===== src/rtl/fpu_issue_pkg.sv =====
// Shared op-codes, state encoding and helpers for the FPU issue controller.
package fpu_issue_pkg;

    localparam int DATA_W = 32;

    localparam logic [2:0] ADD      = 3'b000;
    localparam logic [2:0] SUB      = 3'b001;
    localparam logic [2:0] MULT     = 3'b010;
    localparam logic [2:0] IDLE_SEL = 3'b111;

    typedef enum logic [1:0] {
        IDLE,
        ISSUE,
        WAIT,
        RESP
    } state_t;

    function automatic logic is_legal_op(input logic [2:0] op);
        return (op == ADD) || (op == SUB) || (op == MULT);
    endfunction

endpackage


===== src/rtl/fpu_issue_ctrl.sv =====
// Single-outstanding request issuer for a downstream FPU, with response timeout.
// Optional performance counters are enabled with FPU_ISSUE_PERF_CNT_EN.
module fpu_issue_ctrl
    import fpu_issue_pkg::*;
#(
    parameter int unsigned TIMEOUT = 32
) (
    input  logic              clk,
    input  logic              rstn,
    input  logic              req_valid,
    output logic              req_ready,
    input  logic [DATA_W-1:0] req_op1,
    input  logic [DATA_W-1:0] req_op2,
    input  logic [2:0]        req_op,
    output logic [DATA_W-1:0] fpu_op1,
    output logic [DATA_W-1:0] fpu_op2,
    output logic [2:0]        fpu_op_sel,
    input  logic [DATA_W-1:0] fpu_result,
    input  logic              fpu_data_valid,
    output logic              rsp_valid,
    input  logic              rsp_ready,
    output logic [DATA_W-1:0] rsp_result,
    output logic              rsp_err
`ifdef FPU_ISSUE_PERF_CNT_EN
    ,
    output logic [15:0]       ops_done,
    output logic [7:0]        timeouts
`endif
);

    localparam int CNT_W = $clog2(TIMEOUT);
    localparam logic [CNT_W-1:0] CNT_LAST = CNT_W'(TIMEOUT - 1);

    state_t           state_q;
    state_t           state_d;
    logic [CNT_W-1:0] cnt_q;
    logic             load_op;
    logic             load_ill;
    logic             cap_ok;
    logic             cap_to;
    logic             cnt_clr;
    logic             cnt_inc;
    logic             rsp_done;

    always_ff @(posedge clk or negedge rstn) begin
        if (!rstn) begin
            state_q <= IDLE;
        end else begin
            state_q <= state_d;
        end
    end

    always_comb begin
        state_d  = state_q;
        load_op  = 1'b0;
        load_ill = 1'b0;
        cap_ok   = 1'b0;
        cap_to   = 1'b0;
        cnt_clr  = 1'b0;
        cnt_inc  = 1'b0;
        rsp_done = 1'b0;
        case (state_q)
            IDLE: begin
                if (req_valid) begin
                    if (is_legal_op(req_op)) begin
                        load_op = 1'b1;
                        state_d = ISSUE;
                    end else begin
                        load_ill = 1'b1;
                        state_d  = RESP;
                    end
                end
            end
            ISSUE: begin
                cnt_clr = 1'b1;
                state_d = WAIT;
            end
            WAIT: begin
                // A result arriving on the timeout cycle still wins.
                if (fpu_data_valid) begin
                    cap_ok  = 1'b1;
                    state_d = RESP;
                end else if (cnt_q == CNT_LAST) begin
                    cap_to  = 1'b1;
                    state_d = RESP;
                end else begin
                    cnt_inc = 1'b1;
                end
            end
            RESP: begin
                if (rsp_ready) begin
                    rsp_done = 1'b1;
                    state_d  = IDLE;
                end
            end
            default: state_d = IDLE;
        endcase
    end

    assign req_ready = (state_q == IDLE);
    assign rsp_valid = (state_q == RESP);

    always_ff @(posedge clk or negedge rstn) begin
        if (!rstn) begin
            cnt_q <= '0;
        end else if (cnt_clr) begin
            cnt_q <= '0;
        end else if (cnt_inc) begin
            cnt_q <= cnt_q + 1'b1;
        end
    end

    always_ff @(posedge clk or negedge rstn) begin
        if (!rstn) begin
            fpu_op1    <= '0;
            fpu_op2    <= '0;
            fpu_op_sel <= IDLE_SEL;
            rsp_result <= '0;
            rsp_err    <= 1'b0;
        end else begin
            if (load_op) begin
                fpu_op1    <= req_op1;
                fpu_op2    <= req_op2;
                fpu_op_sel <= req_op;
            end else if (rsp_done) begin
                fpu_op_sel <= IDLE_SEL;
            end
            if (cap_ok) begin
                rsp_result <= fpu_result;
                rsp_err    <= 1'b0;
            end else if (load_ill || cap_to) begin
                rsp_result <= '0;
                rsp_err    <= 1'b1;
            end
        end
    end

`ifdef FPU_ISSUE_PERF_CNT_EN
    function automatic logic [15:0] sat_inc16(input logic [15:0] v);
        return (v == 16'hFFFF) ? v : v + 16'd1;
    endfunction

    function automatic logic [7:0] sat_inc8(input logic [7:0] v);
        return (v == 8'hFF) ? v : v + 8'd1;
    endfunction

    always_ff @(posedge clk or negedge rstn) begin
        if (!rstn) begin
            ops_done <= '0;
            timeouts <= '0;
        end else begin
            if (rsp_done) begin
                ops_done <= sat_inc16(ops_done);
            end
            if (cap_to) begin
                timeouts <= sat_inc8(timeouts);
            end
        end
    end
`endif

endmodule


===== config.mk =====
export PLATFORM = sky130hd
export DESIGN_NAME = fpu_issue_ctrl
export DESIGN_NICKNAME = d
export VERILOG_FILES = /design/src/rtl/fpu_issue_pkg.sv /design/src/rtl/fpu_issue_ctrl.sv
export SDC_FILE = /design/constraint.sdc
export NUM_CORES = 1
export LEC_CHECK = 0
export CORE_AREA = 2 2 107 99
export DETAILED_ROUTE_END_ITERATION = 8
export DIE_AREA = 0 0 109 101
export GPL_TIMING_DRIVEN = 1
export PLACE_DENSITY = 0.83
export SETUP_SLACK_MARGIN = 0.5
export SYNTH_ARGS = -nofsm -noshare
export SYNTH_HDL_FRONTEND = slang
export SYNTH_SLANG_ARGS = --single-unit

===== constraint.sdc =====
create_clock -name clk -period 4.15 [get_ports clk]
set_input_delay 0.415 -clock clk [delete_from_list [all_inputs] [get_ports clk]]
set_output_delay 0.415 -clock clk [all_outputs]
set_load 0.02 [all_outputs]

==> impl_metrics.env <==
export IMPL_dieWidth_um=109
export IMPL_gp_congestion=0.740
export IMPL_rsz0062_at_grt="false"
export IMPL_required_ns=4.43
export IMPL_first_global_vias=3006
export IMPL_htree_levels=3
export IMPL_tightest_slew_ns=1.13
export IMPL_yosysSeqAreaShare_pct=64.6
export IMPL_syn_avg_cell_area_sq_um=15.7
export IMPL_synth_async_reset_ratio_pct=100
export IMPL_most_common_layout_cells="clkdlybuf4s50_1, dfrtp_1, mux2_2"
export IMPL_synth_cell_types=29
export IMPL_hp_class="input port to asynchronous set/reset pin"
export IMPL_maxCapViolations=0
export IMPL_finalSetupViolCount=0
export IMPL_clock_skew_ns=0.0155
export IMPL_area_delta_synth_final_pct=54.6
export IMPL_start_util_pct=41.8
export IMPL_antenna_found_initial=0
export IMPL_wl_per_cell_um=16.3
export IMPL_synth_area_mux_share_pct=18.8
export IMPL_yosys_warnings=0
export IMPL_fin_tns_setup_ns=0
export IMPL_drc=0
export IMPL_synth_seq_cells=107
export IMPL_via_per_inst=4.78
export IMPL_coreArea_sq_mm=0.00994
export IMPL_grt_total_usage_pct=17.9
export IMPL_ctsHoldBuffers=0
export IMPL_die_area_sq_mm=0.0110
export IMPL_die_y_um=101
export IMPL_synth_edf_count=0
export IMPL_synth_main_ff_cell="dfrtp_1"
export IMPL_crit_path_start_kind="flip-flop"
export IMPL_finalCriticalPeriod_ns=2.44
export IMPL_synthSimpleGateAreaFrac_pct=2.32
export IMPL_ant_nets=0
export IMPL_crit_fanout=33
export IMPL_cts_clk_slew_worst_paths_ns=0.09
export IMPL_finalHoldViolCount=0
export IMPL_grt_pass1_wl_um=15100
export IMPL_vias=2884
export IMPL_status="finished, final reports clean"
export IMPL_clk_latency_ns=0.35
export IMPL_rows=35
export IMPL_syn_nets=375
export IMPL_cts_resized=0
export IMPL_slowest_stage="o21a_1"
export IMPL_synthXorXnorAreaFrac_pct=0.422
export IMPL_drt_iter0_drc=93
export IMPL_syn_inst=265
export IMPL_powerDensity_mw_per_mm2=738
export IMPL_layout_commonest_cell="clkdlybuf4s50_1"
export IMPL_crit_path_end_kind="flip-flop"
export IMPL_nNetsFinal=579
export IMPL_cp_cell_sequence="ha_1, and3_1, ha_1, o21ai_0, o21a_1, a22o_1"
export IMPL_tritoncts="yes"
export IMPL_synth_area_sq_mm=0.00415
export IMPL_io_buffers=205
export IMPL_whs_ns=0.167
export IMPL_synth_adder_area_share_pct=1.81
export IMPL_path_common_cell="ha_1"
export IMPL_peakVddDrop_uv=380
export IMPL_max_stage_delay_ns=0.89
export IMPL_drtPass1Iterations=4
export IMPL_post_route_cells_drive_above_1_share_pct=12.7
export IMPL_finalCritPeriodShare_pct=58.7
export IMPL_grt_ovfl_total=0
export IMPL_grt_max_degree=73
export IMPL_fmax_mhz=411
export IMPL_antenna_cells=0
export IMPL_numCtsBuffers=9
export IMPL_critical_path_class="flip-flop to flip-flop"
export IMPL_arrival_ns=2.71
export IMPL_cts_sinks=107
export IMPL_routed_wl_um=9820
export IMPL_cts_setup_buffers=0
export IMPL_leakage_uw=0.00274
export IMPL_io_pins=206
export IMPL_ctsRootBufferMaster="clkbuf_8"
export IMPL_slew_violations=0
export IMPL_max_slew_margin_pct=24.6
export IMPL_synth_compound_area_share_pct=8.38
export IMPL_hpwl_um=7370
export IMPL_cts_buffer_depth=2
export IMPL_synth_top_family_by_area="multiplexers"
-- critical path: cells and delay by family (launching register included) --
family,cells,cell delay [ns]
AND/OR/NAND/NOR,1,0.17
adder cells (fa/ha/maj),2,0.44
AO/OA/AOI/OAI,3,1.33
flip-flops,1,0.42
-- Yosys cell counts, types with 2 or more instances --
cell type / instances / area (sq um)
dfrtp_1: 104 / 2600
mux2_2: 38 / 428
a22o_1: 32 / 280
mux2_1: 27 / 304
inv_1: 8 / 30.0
nor2_1: 7 / 26.3
a21oi_1: 6 / 30.0
buf_2: 6 / 30.0
ha_1: 6 / 75.1
mux2i_1: 5 / 50.1
buf_4: 3 / 22.5
dfstp_2: 3 / 78.8
and3_1: 2 / 12.5
buf_12: 2 / 40.0
xnor2_1: 2 / 17.5
-- logic make-up (layout without fill, tap and decap cells) --
logic type | Yosys count | count (layout)
flip-flops | 107 | 107
adder cells (fa/ha/maj) | 6 | 6
buffers and inverters | 22 | 231
multiplexers | 70 | 70
AO/OA/AOI/OAI | 43 | 43
XOR/XNOR | 2 | 2
AND/OR/NAND/NOR | 15 | 15
-- metrics by stage --
step	power [uW]	worst slack, ns	utilization (%)	std cells	instance area (sq um)
finish	4740	1.71	64.6	603	6420
global route	5030	1.56	64.6	603	6420
CTS	4810	1.70	64.6	603	6420
detailed placement	4240	1.67	62.9	587	6260
global placement	4170	1.74	62.9	587	6260
floorplan	3010	2.29	-	265	4150
-- area by class of cell --
cell class,instances,area (sq um)
tap,129,161
sequential,107,2680
inverter,8,30.0
timing repair buffer,207,2060
fill,725,3520
clock buffer,12,135
clock inverter,4,30.0
multi-input combinational,136,1320
-- flip-flops by register name (all words and copies together), names as in the netlist --
signal      cells
cnt_q           5
fpu_op1        32
fpu_op2        32
fpu_op_sel      3
rsp_err         1
rsp_result     32
state_q         2
-- layer usage --
layer  share of wire (%)  global-route usage, %  wire length, um  vias up
li1                    -                      -                -     1356
met1                  39                   20.6             3840     1368
met2                  48                   29.9             4740      149
met3                  12                   7.43             1140       11
met4                 1.0                   6.80              102        0
met5                   0                      0                0        -
-- worst paths after layout --
check	cells after the start	to	slack, ns	startpoint
max	6	rsp_result[1]$_DFFE_PN0P_	1.71	cnt_q[0]$_DFFE_PN0P_
min	1	fpu_op1[0]$_DFFE_PN0N_	0.17	rstn
max reg2reg	6	rsp_result[1]$_DFFE_PN0P_	1.71	cnt_q[0]$_DFFE_PN0P_
min reg2reg	1	fpu_op2[11]$_DFFE_PN0N_	0.49	fpu_op2[11]$_DFFE_PN0N_
max in group asynchronous	2	fpu_op_sel[2]$_DFFE_PN1P_	2.96	rstn
min in group clk	1	fpu_op2[11]$_DFFE_PN0N_	0.49	fpu_op2[11]$_DFFE_PN0N_
-- report_power, final --
part	internal, uW	total [uW]	switching, uW
Sequential	1530	1800	269
Combinational	1270	2390	1130
Clock	219	548	329
Total	3020	4740	1720
No activity file was read; power rests on OpenSTA's default activity.
